### config.mk
export PLATFORM = sky130hd
export DESIGN_NAME = lsu_mem_if
export DESIGN_NICKNAME = d
export VERILOG_FILES = /design/src/rtl/lsu_mem_if.sv
export SDC_FILE = /design/constraint.sdc
export NUM_CORES = 1
export LEC_CHECK = 0
export CAP_MARGIN = 20
export CORE_ASPECT_RATIO = 0.8
export CORE_MARGIN = 2
export CORE_UTILIZATION = 31
export DETAILED_ROUTE_END_ITERATION = 6
export PLACE_DENSITY_LB_ADDON = 0.15
export SLEW_MARGIN = 25
export SYNTH_ARGS = -nofsm -noshare
export SYNTH_HDL_FRONTEND = slang
export SYNTH_SLANG_ARGS = --single-unit
### constraint.sdc
create_clock -name clk_i -period 1.7 [get_ports clk_i]
set_clock_uncertainty 0.15 [all_clocks]
set_input_delay 0.34 -clock clk_i [delete_from_list [all_inputs] [get_ports clk_i]]
set_output_delay 0.34 -clock clk_i [all_outputs]
set_load 0.01 [all_outputs]
### src/rtl/lsu_mem_if.sv
// lsu_mem_if: load/store unit in front of Data_Memory.
// Converts byte addresses and RV32I funct3 sizes into word-indexed Mem_* accesses.
// Sub-word stores run as a 2-cycle read-modify-write; loads are extended and registered.
// Optional macro LSU_FAULT_EN: flag illegal funct3 and out-of-range addresses on lsu_fault_o.
module lsu_mem_if #(
    parameter int DEPTH_WORDS = 32,
    parameter int IDX_W       = 5
) (
    input  logic        clk_i,
    input  logic        rst_ni,
    input  logic        lsu_req_i,
    input  logic        lsu_we_i,
    input  logic [2:0]  lsu_funct3_i,
    input  logic [31:0] lsu_addr_i,
    input  logic [31:0] lsu_wdata_i,
    output logic        lsu_busy_o,
    output logic        lsu_rvalid_o,
    output logic [31:0] lsu_rdata_o,
    output logic        lsu_misaligned_o,
    output logic        lsu_fault_o,
    output logic        Mem_read,
    output logic        Mem_write,
    output logic [31:0] Mem_addr,
    output logic [31:0] Mem_write_data,
    input  logic [31:0] Mem_out
);

    localparam logic S_IDLE      = 1'b0;
    localparam logic S_RMW_WRITE = 1'b1;

    logic             r_state;
    logic [31:0]      r_merge;
    logic [IDX_W-1:0] r_idx;
    logic [31:0]      r_rdata;
    logic             r_rvalid;
    logic             r_misaligned;
    logic             r_fault;

    logic             w_sz_byte;
    logic             w_sz_half;
    logic             w_sz_word;
    logic             w_illegal;
    logic             w_misaligned;
    logic             w_fault;
    logic             w_accept;
    logic             w_legal;
    logic             w_load;
    logic             w_sw;
    logic             w_subst;
    logic [IDX_W-1:0] w_idx;
    logic [7:0]       w_byte;
    logic [15:0]      w_half;
    logic [31:0]      w_ext;
    logic [31:0]      w_merged;

    assign w_idx = lsu_addr_i[IDX_W+1:2];

    // Decode access size; unknown codes (and stores with funct3[2]=1) fall back to word size.
    always_comb begin
        w_sz_byte = (lsu_funct3_i == 3'b000) || (lsu_funct3_i == 3'b100 && !lsu_we_i);
        w_sz_half = (lsu_funct3_i == 3'b001) || (lsu_funct3_i == 3'b101 && !lsu_we_i);
        w_sz_word = !w_sz_byte && !w_sz_half;
        w_illegal = (lsu_funct3_i == 3'b011) || (lsu_funct3_i == 3'b110) ||
                    (lsu_funct3_i == 3'b111) || (lsu_we_i && lsu_funct3_i[2]);
    end

    // Classify the request: misaligned, faulting (when enabled), or legal.
    always_comb begin
        w_misaligned = (w_sz_half && lsu_addr_i[0]) || (w_sz_word && (lsu_addr_i[1:0] != 2'b00));
`ifdef LSU_FAULT_EN
        w_fault = w_illegal || (lsu_addr_i >= 32'(DEPTH_WORDS * 4));
`else
        w_fault = 1'b0;
`endif
        w_accept = rst_ni && (r_state == S_IDLE) && lsu_req_i;
        w_legal  = w_accept && !w_misaligned && !w_fault;
        w_load   = w_legal && !lsu_we_i;
        w_sw     = w_legal && lsu_we_i && w_sz_word;
        w_subst  = w_legal && lsu_we_i && !w_sz_word;
    end

    // Select and extend load lanes, and build the merged word for sub-word stores.
    always_comb begin
        case (lsu_addr_i[1:0])
            2'd0:    w_byte = Mem_out[7:0];
            2'd1:    w_byte = Mem_out[15:8];
            2'd2:    w_byte = Mem_out[23:16];
            default: w_byte = Mem_out[31:24];
        endcase
        w_half = lsu_addr_i[1] ? Mem_out[31:16] : Mem_out[15:0];
        if (w_sz_byte)
            w_ext = lsu_funct3_i[2] ? {24'h0, w_byte} : {{24{w_byte[7]}}, w_byte};
        else if (w_sz_half)
            w_ext = lsu_funct3_i[2] ? {16'h0, w_half} : {{16{w_half[15]}}, w_half};
        else
            w_ext = Mem_out;
        w_merged = Mem_out;
        if (w_sz_byte) begin
            case (lsu_addr_i[1:0])
                2'd0:    w_merged[7:0]   = lsu_wdata_i[7:0];
                2'd1:    w_merged[15:8]  = lsu_wdata_i[7:0];
                2'd2:    w_merged[23:16] = lsu_wdata_i[7:0];
                default: w_merged[31:24] = lsu_wdata_i[7:0];
            endcase
        end else if (lsu_addr_i[1]) begin
            w_merged[31:16] = lsu_wdata_i[15:0];
        end else begin
            w_merged[15:0] = lsu_wdata_i[15:0];
        end
    end

    // Drive the memory port; strobes are gated by rst_ni so reset kills a pending write.
    always_comb begin
        Mem_read  = w_load || w_subst;
        Mem_write = rst_ni && ((r_state == S_RMW_WRITE) || w_sw);
        if (r_state == S_RMW_WRITE) begin
            Mem_addr       = {{(32-IDX_W){1'b0}}, r_idx};
            Mem_write_data = r_merge;
        end else begin
            Mem_addr       = {{(32-IDX_W){1'b0}}, w_idx};
            Mem_write_data = lsu_wdata_i;
        end
    end

    // FSM, merge buffer, load result register and status pulses.
    always_ff @(posedge clk_i or negedge rst_ni) begin
        if (!rst_ni) begin
            r_state      <= S_IDLE;
            r_merge      <= '0;
            r_idx        <= '0;
            r_rdata      <= '0;
            r_rvalid     <= 1'b0;
            r_misaligned <= 1'b0;
            r_fault      <= 1'b0;
        end else begin
            r_rvalid     <= w_load;
            r_misaligned <= w_accept && w_misaligned && !w_fault;
            r_fault      <= w_accept && w_fault;
            if (w_load)
                r_rdata <= w_ext;
            case (r_state)
                S_IDLE: begin
                    if (w_subst) begin
                        r_merge <= w_merged;
                        r_idx   <= w_idx;
                        r_state <= S_RMW_WRITE;
                    end
                end
                default: r_state <= S_IDLE;
            endcase
        end
    end

    assign lsu_busy_o       = (r_state == S_RMW_WRITE);
    assign lsu_rvalid_o     = r_rvalid;
    assign lsu_rdata_o      = r_rdata;
    assign lsu_misaligned_o = r_misaligned;
    assign lsu_fault_o      = r_fault;

endmodule

# Word-level counts from Yosys, hierarchy flattened
# Index checks and enable logic that the tools add are counted.
# W data, S select, Z words.
# totals
reg_bits	72
input_bits	103
elab_cells	58
# op_classes
bitwise	1
eq_ne	5
mux	17
n_reduce_logical	29
# op_table
operator	n
$mux W32	6
$mux W16	3
$mux W8	4
$pmux W8 S3	1
$logic_and A1 B1 Y1	14
$eq A3 B3 Y1 const B	2
$logic_not A1 Y1	5
$logic_or A1 B1 Y1	5
$mux W5	1
$eq A3 B1 Y1 const B	1
$logic_not A3 Y1	1
$reduce_or A3 Y1	1
$eq A2 B1 Y1 const B	1
$eq A2 B2 Y1 const B	1
$logic_not A2 Y1	1
$mux W1	2
$reduce_and A2 Y1	1
$reduce_bool A2 Y1	1
$not A1 Y1	1

# Logic depth before layout (Yosys ltp)
# Gate-level depths: netlist of run 1.
# logic_depth
ltp_word	13
depth_mapped	7
depth_no_buf	5

# Worst setup path before layout of run 1
# OpenSTA, ideal clock, no wires.
# synth_path
kind	flip-flop to output port
from	reg r_state, in the netlist lsu_busy_o
to	out Mem_write_data[12]
slack_ns	-0.159
n_path_buf	2
arrival_ns	1.369
required_time_ns	1.210
stages_incl_launch_ff	4
path_cell_list	dfrtp_1 > buf_2 > buf_1 > mux2_2
# synth_between
elab_chain_cells	1
# synth_rtl
item	line	rtl
start, declared	31	logic r_state;
start signal, assigned	128	r_state <= S_IDLE;
start signal, assigned	146	r_state <= S_RMW_WRITE;
start signal, assigned	149	default: r_state <= S_IDLE;
$mux W32	116	if (r_state == S_RMW_WRITE) begin
end, declared	24	output logic [31:0] Mem_write_data,
# No other way between the ends.

# Worst setup path in the final report of run 1
# layout_path
from	reg r_state, in the netlist lsu_busy_o
to	out Mem_read
# layout_between
elab_chain_cells	7
word_cells_on_any_way	8
# layout_rtl
item	line	rtl
$not A1 Y1 (no source line) (*)	--	
$logic_and A1 B1 Y1 (*) (2 in a row)	75	w_accept = rst_ni && (r_state == S_IDLE) && lsu_req_i;
$logic_and A1 B1 Y1 (*)	76	w_legal = w_accept && !w_misaligned && !w_fault;
$logic_and A1 B1 Y1 (2 in a row)	79	w_subst = w_legal && lsu_we_i && !w_sz_word;
$logic_or A1 B1 Y1 (*)	114	Mem_read = w_load || w_subst;
end, declared	21	output logic Mem_read,
# Mark *: on every way between the ends. The rest lies on a longest branch, timed or not.

==> results of run 1 <==
==> sequential cells by signal, indices dropped and copies added (netlist names) <==
signal            count
lsu_rdata_o          32
r_merge              32
r_idx                 5
lsu_busy_o            1
lsu_misaligned_o      1
lsu_rvalid_o          1
==> metrics by stage <==
stage          instances  utilization [%]  power (mW)
2_1_floorplan        519                -        3.34
3_3_place_gp         888             48.1        4.48
3_5_place_dp         888             48.1        4.52
4_1_cts              940             57.7        6.84
5_1_grt              939             59.0        7.31
6_report             939             59.0        6.96
==> kinds of logic (layout without fill, tap and decap cells) <==
kind of cell           count (synthesis)  in the layout
other                                  1             28
AOI/OAI and AO/OA                    133            133
muxes                                 63             63
buffers and inverters                 74            310
DFF                                   72             72
and+or+nand+nor                      149            149
==> metal layers <==
metal,global-route usage (%),up-vias,share of wire [%]
met3,4.61,22,7.7
met1,36.7,2379,45
li1,-,2195,-
met2,39.0,218,46
met4,6.20,0,1.6
met5,0,-,0
==> area by class of cell <==
class                   instances  share of cell area (%)
repair buffers                282                    36.2
flip-flops and latches         72                    21.4
clock buffers                  10                    2.83
clock inverters                 6                    1.07
inverters                      12                   0.712
well taps                     184                    2.73
multi-input cells             373                    35.1
==> critical path: stages (launching register included) <==
cell and delay [ns]:
dfrtp_2 0.46, buf_12 0.15, and3b_2 0.29, o2111ai_4 0.13
nand2_1 0.09, buf_2 0.13
==> layout by cell type, fill, tap and decap left out, types with 3 or more instances in the layout <==
| master | count |
|---|---|
| buf_4 | 83 |
| dfrtp_1 | 71 |
| clkdlybuf4s50_1 | 70 |
| nand2_1 | 60 |
| buf_6 | 53 |
| nor2_1 | 40 |
| dlygate4sd2_1 | 35 |
| a21oi_2 | 33 |
| conb_1 | 28 |
| a21oi_1 | 27 |
| mux2_4 | 21 |
| o2bb2ai_1 | 19 |
| mux2_2 | 18 |
| nor2_4 | 17 |
| buf_12 | 16 |
| mux2i_1 | 13 |
| o21ai_2 | 11 |
| clkbuf_16 | 11 |
| nand2_2 | 10 |
| buf_16 | 10 |
| inv_1 | 9 |
| nand2b_1 | 9 |
| o22ai_1 | 8 |
| a22oi_1 | 7 |
| mux4_2 | 7 |
| a221oi_2 | 6 |
| nand2_4 | 6 |
| a21o_1 | 3 |
| o2bb2ai_2 | 3 |
| o21ai_1 | 3 |
| buf_2 | 3 |
| clkdlybuf4s15_2 | 3 |
| buf_8 | 3 |
==> timing repair <==
| item | 4_1_cts | 5_1_grt |
|---|---|---|
| pin swaps | 33 | 12 |
| endpoints found under the setup margin | 143 | 111 |
| resized for setup | 373 | 59 |
| cloned | 16 | 2 |
| setup buffers | 21 | 2 |
==> power by group through the flow <==
stage          combinational, mW  sequential, mW  clock (mW)
2_1_floorplan              0.882            2.45           0
3_3_place_gp                2.07            2.41           0
3_5_place_dp                2.10            2.42           0
4_1_cts                     2.25            2.43        2.16
5_1_grt                     2.55            2.52        2.24
6_report                    2.36            2.47        2.12
==> synth_stat cells (2+ instances only) <==
library cell / number
nor2_1: 57
buf_1: 2
clkbuf_1: 13
a21oi_1: 47
mux2i_1: 17
a21oi_2: 14
nand2_1: 76
o2bb2ai_1: 22
dfrtp_1: 72
mux4_2: 7
o22ai_1: 8
inv_2: 3
buf_2: 14
buf_4: 30
a21o_1: 3
nand2b_1: 9
inv_1: 9
buf_6: 3
a221oi_1: 7
mux2_2: 38
o21ai_1: 8
o21ai_0: 8
a22oi_1: 7
==> path summary, 6_finish.rpt <==
kind / slack (ns) / endpoint / cells past startpoint / start
setup / recovery: -0.38 / Mem_read / 5 / lsu_busy_o
hold / removal: 0.09 / lsu_misaligned_o / 3 / rst_ni
setup reg to reg: -0.32 / lsu_rdata_o[23] / 8 / lsu_busy_o
hold reg to reg: 0.34 / r_merge[27] / 2 / r_merge[27]
max in group asynchronous: 0.83 / lsu_busy_o / 3 / rst_ni
min in group clk_i: 0.34 / r_merge[27] / 2 / r_merge[27]
==> reports/results.tsv, run 1 <==
metric	value	unit
outcome	finished with violations	
failing checks	setup timing	
post-route cell area	8430	µm²
first-pass GRT wire length	29800	µm
IR drop worst, VDD	0.479	mV
Tightest Pin Transition	0.698	ns
Die ar.	15600	µm²
Core Area	14300	µm²
fmax	482	MHz
# fillers	1209	
Overflow after GRT	0	
routability cong.	0.877	
area leader, netlist	dfrtp_1	
Layout Area Growth over Synthesis	85.8	%
leakage	3.74	nW
Final ANT Viol Nets	0	
post-synthesis cell type count	41	
clock sinks	72	
Synth top area share	39.7	%
final setup margin	-0.376	ns
initial core utilization	31.7	%
Rows	39	
asr flop ratio synth	100	%
Comb power frac	34.0	%
Post-synth EDFFs	0	
top-level I/O count	205	
worst hold slack	0.0853	ns
Max Transition Viols Final	0	
syn_area_per_cell	9.23	µm²
First-pass DRT Iterations	6	
worst skew pair latency	0.34	ns
largest family of logic cells by synthesized area	compound AO/OA/AOI/OAI gates	
Seq pwr share	35.5	%
mux share of post-synthesis cell area	17.0	%
Critical Path End Type	output pin	
post-DP HPWL	13200	µm
power density cells	825	nW/µm²
Hold Fails Final Rpt	0	
wire length per cell	21.0	µm
Slew Limit Headroom	53.5	%
final WL	19700	µm
Seq/Total Area, Yosys	39.7	%
Data arrival, critical path	1.59	ns
TritonCTS clock tree	built	
Ys Warns	0	
DR iter-0 viols	395	
via-per-instance ratio	5.13	
area of the multi-input gates	2960	µm²
Synth Area in Compound Gates	20.3	%
hold_buf cts	0	
vias in the first global route	5030	
crit path max fanout	3	
Netlist Area Pre-Place	4540	µm²
CP Data Required Time	1.21	ns
XOR/XNOR share of the synthesized area	0	%
placed cell areas	6880	µm²
DRC	0	
min cycle time layout	2.08	ns
die span in x	139	µm
RSZ-0062 raised after global routing	yes	
Synth Register Bits	72	
layout cells sized above 1	45.8	%
setup TNS	-27.26	ns
Die Ht	112	µm
Critical Path Start Type	flop	
P_sw	2.22	mW
PortBufs	151	
maximum number of pins on one net before global-route repair	73	
MaxCap Viol Count	0	
Hold Path Class	in2async	
Simple-Gate Fraction of Synth Area	13.5	%
sw frac	32.0	%
Primary FF master, synth	dfrtp_1	
worst slack, placed	-0.805	ns
H-Tree Depth	3	
post-synthesis adder-cell area fraction	0	%
CP Class	reg2out	
cts bufs inserted	9	
antenna diode count	0	
# setup viols final	111	
clock power share	30.5	%
period utilisation layout	122	%
initial antenna violation count	0	
nets	853	
clock transition at the registers of the reported paths	0.06	ns
Post-Synthesis Cells	492	
clk buf depth	2	
largest cells by area after synthesis	dfrtp_1 40%, mux2_2 9.4%, nand2_1 6.3%	
via count	4814	
GRT Overall Usage	25.2	%
cell internal pwr	4.74	mW
CTS root buf	clkbuf_16	
Seq. cell area	1800	µm²
Note: power is estimated with default switching activity, not from simulation.
==> inputs of run 2 (changes only) <==
--- a/config.mk
+++ b/config.mk
@@ -9,7 +9,9 @@
 export CORE_ASPECT_RATIO = 0.8
 export CORE_MARGIN = 2
 export CORE_UTILIZATION = 31
+export CTS_CLUSTER_DIAMETER = 150
 export DETAILED_ROUTE_END_ITERATION = 6
+export MAX_ROUTING_LAYER = met4
 export PLACE_DENSITY_LB_ADDON = 0.15
 export SLEW_MARGIN = 25
 export SYNTH_ARGS = -nofsm -noshare
==> run 2 against run 1 <==
The flow still finishes with violations (setup timing). Critical endpoint is now Mem_write_data[4]. Core utilization fell by 0.061 points. Global-route usage down 0.20 points. Worst hold slack barely moved. Final area fell by 0.10%. Setup slack improved by 0.015 ns. Non-clock buffer count increased by 4. Sequential share of layout area is essentially flat. Via count shrank 0.71%. Power fell by 3.0%. Critical path depth unchanged.
==> reports/results.tsv, run 2 (synthesis gave the netlist of run 1 again) <==
metric	value	unit	change
Critical Path End Type	output pin		
Tightest Pin Transition	0.684	ns	-0.0133 ns
CP max stage cell	dfrtp_2		
Slew Limit Headroom	54.4	%	+0.88 points
H-Tree Depth	3		unchanged
# fillers	1209		unchanged
Data arrival, critical path	1.57	ns	-0.02 ns
initial core utilization	31.7	%	unchanged
most used cell, CP	buf_12		
CP Data Required Time	1.21	ns	about the same
min cycle time layout	2.06	ns	-0.0155 ns
# setup viols final	111		unchanged
RSZ-0062 raised after global routing	yes		
Overflow after GRT	0		unchanged
Rows	39		unchanged
Hold Fails Final Rpt	0		unchanged
cts bufs inserted	9		unchanged
First-pass DRT Iterations	4		-2
antenna diode count	0		unchanged
Seq pwr share	36.5	%	+1.0 points
outcome	finished with violations		
setup TNS	-24.42	ns	+2.84 ns
fmax	485	MHz	+0.75%
CP Class	reg2out		
leakage	3.73	nW	-0.47%
post-DP HPWL	13200	µm	+0.34%
GRT Overall Usage	25.0	%	-0.20 points
final WL	19300	µm	-1.9%
Final ANT Viol Nets	0		unchanged
Core Area	14300	µm²	unchanged
crit path max fanout	5		+2
clock sinks	72		unchanged
nets	857		+0.47%
commonest non-fill, non-tap cell in the layout	buf_4		
power density cells	801	nW/µm²	-2.9%
via-per-instance ratio	5.07		-1.1%
crit-path cells	buf_12 > buf_12 > buf_12 > mux2_2 > buf_6		
failing checks	setup timing		
Die ar.	15600	µm²	unchanged
CTS root buf	clkbuf_16		
Die Ht	112	µm	unchanged
total power	6.75	mW	-3.0%
P_sw	2.19	mW	-1.6%
DRC	0		unchanged
maximum number of pins on one net before global-route repair	51		-30%
worst slack, placed	-0.777	ns	+0.0284 ns
top-level I/O count	205		unchanged
CP peak stage delay	0.43	ns	-0.03 ns
Critical Path Start Type	flop		
vias in the first global route	4953		-1.5%
period utilisation layout	121	%	-0.91 points
worst hold slack	0.0856	ns	+0.000226 ns
clock power share	29.1	%	-1.4 points
via count	4780		-0.71%
placed insts	891		+0.34%
layout cells sized above 1	46.5	%	+0.68 points
sw frac	32.4	%	+0.49 points
TritonCTS clock tree	built		
Post-Layout Cell Count	943		+0.43%
leading cell types in the layout, fill and taps excluded	90 x buf_4, 72 x clkdlybuf4s50_1, 71 x dfrtp_1		
MaxCap Viol Count	0		unchanged
Hold Path Class	in2async		
PortBufs	151		unchanged
first-pass GRT wire length	29100	µm	-2.4%
die span in x	139	µm	unchanged
Layout Area Growth over Synthesis	85.6	%	
final setup margin	-0.360	ns	+0.0155 ns
wire length per cell	20.5	µm	-2.3%
clk buf depth	2		unchanged
IR drop worst, VDD	0.492	mV	+2.8%
cell internal pwr	4.56	mW	-3.7%
clock transition at the registers of the reported paths	0.06	ns	about the same
initial antenna violation count	0		unchanged
Max Transition Viols Final	0		unchanged
Comb power frac	34.4	%	+0.4 points
worst skew pair latency	0.33	ns	about the same
routability cong.	0.887		+1.0%
DR iter-0 viols	191		-52%
[run 2: cell types whose count changed in the layout (fill, tap and decap cells not counted), sizes merged, moves of 2 or more]
cell / before / now
clkbuf: 13 / 11
dlygate4sd2: 35 / 37
clkdlybuf4s15: 3 / 1
clkinvlp: 1 / 3
inv: 14 / 12
buf: 168 / 172
clkdlybuf4s50: 70 / 72
[run 2: metrics by stage]
step	util [%]	area, µm²
2_1_floorplan	-	4720
3_3_place_gp	48.3	6900
3_5_place_dp	48.3	6900
4_1_cts	56.9	8130
5_1_grt	58.9	8420
6_report	58.9	8420
[run 2: path summary, 6_finish.rpt]
check                                start                 to  slack [ns]  cells after the start
worst min register to register    r_idx[0]           r_idx[0]        0.33                      2
worst max register to register  lsu_busy_o    lsu_rdata_o[27]       -0.29                      8
min in group clk_i                r_idx[0]           r_idx[0]        0.33                      2
worst max-delay path            lsu_busy_o  Mem_write_data[4]       -0.36                      5
worst min-delay path                rst_ni        r_merge[29]        0.09                      3
max in group asynchronous           rst_ni       lsu_rvalid_o        0.75                      3
[run 2: critical path: cells and delay by family, from the launching register on]
kind / cells / cell delay, ns
DFF: 1 / 0.43
buffers and inverters: 4 / 0.52
muxes: 1 / 0.29
[run 2: power groups by stage]
stage,clock network [mW],logic [mW],registers (mW)
floorplan,0,0.882,2.45
global placement,0,2.08,2.41
detailed placement,0,2.09,2.42
CTS,1.99,2.18,2.42
global route,2.06,2.51,2.51
finish,1.96,2.32,2.46
[run 2: final cells by class]
type                    count  area [µm²]  area share [%]
repair buffers            286        3020            35.8
multi-input cells         373        3000            35.6
flip-flops and latches     72        1800            21.4
clock buffers              10         239            2.84
well taps                 184         230            2.73
inverters                  12        73.8           0.876
clock inverters             6        66.3           0.787
[run 2: repair_timing]
action / in CTS / in global routing
pin swaps: 39 / 16
gates resized for setup: 362 / 76
hold endpoints to repair: 22 / 0
endpoints found under the setup margin: 142 / 111
cloned: 13 / 1
hold buffers: 1 / 0
buffers inserted: 20 / 7
[run 2: layer usage]
metal  track usage (%)  vias to the layer above  routed length, µm
met5                 -                        -                  0
met4              4.92                        0                260
met3              4.95                       20               1250
met2              37.7                      169               8700
met1              35.3                     2385               9140
li1                  -                     2206                  -
==> inputs of run 3 (changes only) <==
==> constraint.sdc (replaced) <==
create_clock -name clk_i -period 1.7 [get_ports clk_i]
set_clock_uncertainty 0.15 [all_clocks]
set_input_delay 0.34 -clock clk_i [delete_from_list [all_inputs] [get_ports clk_i]]
set_output_delay 0.34 -clock clk_i [all_outputs]
set_load 0.1 [all_outputs]
==> run 3 against run 2 <==
The flow finishes with violations (hold timing, setup timing). Cell count is 1.7% lower. Sequential cell count stayed put. Sequential power is 10% higher. Critical path type unchanged. Largest power group is now combinational cells.
==> reports/results.tsv, run 3 (synthesis gave the netlist of run 1 again) <==
metric	value	unit	change
First-pass DRT Iterations	5		+1
Overflow after GRT	0		unchanged
Hold Path Class	in2async		
wire length per cell	21.3	µm	+3.6%
Tightest Pin Transition	0.549	ns	-0.136 ns
die span in x	139	µm	unchanged
Hold Fails Final Rpt	33		+33
Slew Limit Headroom	63.3	%	+9.0 points
min cycle time layout	2.11	ns	+0.0479 ns
worst hold slack	-0.103	ns	-0.188 ns
crit path buf inv count	3		-1
DRC	0		unchanged
DR iter-0 viols	337		+76%
leakage	4.02	nW	+7.9%
commonest non-fill, non-tap cell in the layout	buf_12		
CP max stage cell	dfrtp_4		
Rows	39		unchanged
CP peak stage delay	0.48	ns	+0.05 ns
worst r2r dst	lsu_rdata_o[9]		
fmax	474	MHz	-2.3%
worst skew pair latency	0.34	ns	about the same
antenna diode count	0		unchanged
CP Data Required Time	1.21	ns	about the same
top-level I/O count	205		unchanged
layout cells sized above 1	55.5	%	+8.9 points
placed cell areas	7660	µm²	+11%
Worst R2R Start	lsu_busy_o		
first-pass GRT wire length	29400	µm	+0.92%
cell family with most CP delay	flip-flops		
TritonCTS clock tree	built		
CP Class	reg2out		
crit path max fanout	14		+9
maximum number of pins on one net before global-route repair	40		-22%
Die Ht	112	µm	unchanged
Post-Route Utilization	65.7	%	+6.8 points
most used cell, CP	buf_12		
CTS root buf	clkbuf_16		
period utilisation layout	124	%	+2.8 points
crit-path cells	buf_6 > buf_12 > mux2_4 > buf_12		
Max Transition Viols Final	0		unchanged
GRT Overall Usage	25.5	%	+0.45 points
Critical Path Start Type	flop		
initial antenna violation count	0		unchanged
final WL	19700	µm	+1.8%
H-Tree Depth	3		unchanged
power density cells	1060	nW/µm²	+32%
clk buf depth	2		unchanged
outcome	finished with violations		
final setup margin	-0.408	ns	-0.0479 ns
total power	9.96	mW	+48%
worst reg-to-reg path cell count	7		-1
via-per-instance ratio	5.26		+3.7%
PortBufs	151		unchanged
Final ANT Viol Nets	0		unchanged
flop-to-flop setup slack	-0.35	ns	-0.06 ns
IR drop worst, VDD	0.831	mV	+69%
Die ar.	15600	µm²	unchanged
via count	4873		+1.9%
routability cong.	0.831		-6.2%
initial core utilization	31.7	%	unchanged
leading cell types in the layout, fill and taps excluded	90 x buf_12, 77 x buf_4, 71 x dfrtp_1		
Data arrival, critical path	1.62	ns	+0.05 ns
Layout Area Growth over Synthesis	107	%	
MaxCap Viol Count	0		unchanged
clock sinks	72		unchanged
post-route cell area	9390	µm²	+11%
failing checks	hold timing, setup timing		
# setup viols final	110		-0.90%
vias in the first global route	4963		+0.20%
Critical Path End Type	output pin		
nets	842		-1.8%
Core Area	14300	µm²	unchanged
clock transition at the registers of the reported paths	0.06	ns	about the same
RSZ-0062 raised after global routing	yes		
post-DP HPWL	13100	µm	-0.90%
setup TNS	-26.38	ns	-1.95 ns
cts bufs inserted	9		unchanged
run 3: cell count changes in the layout (fill, tap and decap cells not counted), moves of 8 or more:
cell	before	now
buf_12	18	90
buf_6	51	10
dlygate4sd2_1	37	2
nor2_1	40	19
nor2_4	9	30
a21oi_1	23	4
a21oi_2	30	49
buf_4	90	77
mux2_2	14	1
mux2_4	25	38
buf_16	6	15
nand2_2	19	11
o21ai_2	5	13
run 3: worst max-delay path by stage:
stage                               start            endpoint  cells after the start
final                          lsu_busy_o  Mem_write_data[21]                      4
after global routing           lsu_busy_o         Mem_addr[3]                      4
after CTS                      lsu_busy_o  Mem_write_data[28]                      4
after detailed placement  lsu_funct3_i[1]      lsu_rdata_o[8]                      6
after global placement    lsu_funct3_i[1]      lsu_rdata_o[8]                      6
after floorplan                lsu_busy_o            Mem_read                      4
run 3: cell type report:
cell class	instances	area (µm²)
Clock buffer	9	225
Clock inverter	6	70.1
Fill cell	1072	4900
Inverter	12	73.8
Multi-Input combinational cell	373	3280
Sequential cell	72	1810
Tap cell	184	230
Timing Repair Buffer	271	3700
run 3: layer usage:
metal | wire length (µm) | GRT usage, % | share of wire [%]
met2 | 9270 | 38.6 | 47
met5 | 0 | - | 0
met1 | 8650 | 34.6 | 44
met4 | 323 | 6.40 | 1.6
met3 | 1460 | 5.89 | 7.4
run 3: repair_timing:
item	CTS	global route
endpoints found under the hold margin	33	33
gates cloned	19	0
buffers inserted	15	6
pin swaps	38	10
setup endpoints to repair	110	111
resized for setup	175	83
run 3: where the power goes:
group          leakage [nW]  internal, mW  switching (mW)  total [mW]
logic                  3.04          2.07            3.26        5.33
registers             0.849          2.14           0.564        2.71
clock network         0.134          1.14           0.779        1.91
run 3: worst register-to-register path, cell delays in order (launching register included):
cell	delay (ns)
dfrtp_4	0.48
and3b_2	0.32
o2111ai_4	0.17
buf_6	0.17
buf_6	0.13
buf_6	0.12
a21oi_4	0.28
a21oi_1	0.11
run 3: metrics by stage:
step	cells	hold slack, ns	setup slack (ns)
final	927	-0.103	-0.408
after global routing	927	-0.0712	-0.442
after CTS	926	-0.0764	-0.415
after detailed placement	877	0.282	-0.735
after global placement	877	0.281	-0.714
after floorplan	519	-0.106	-0.332
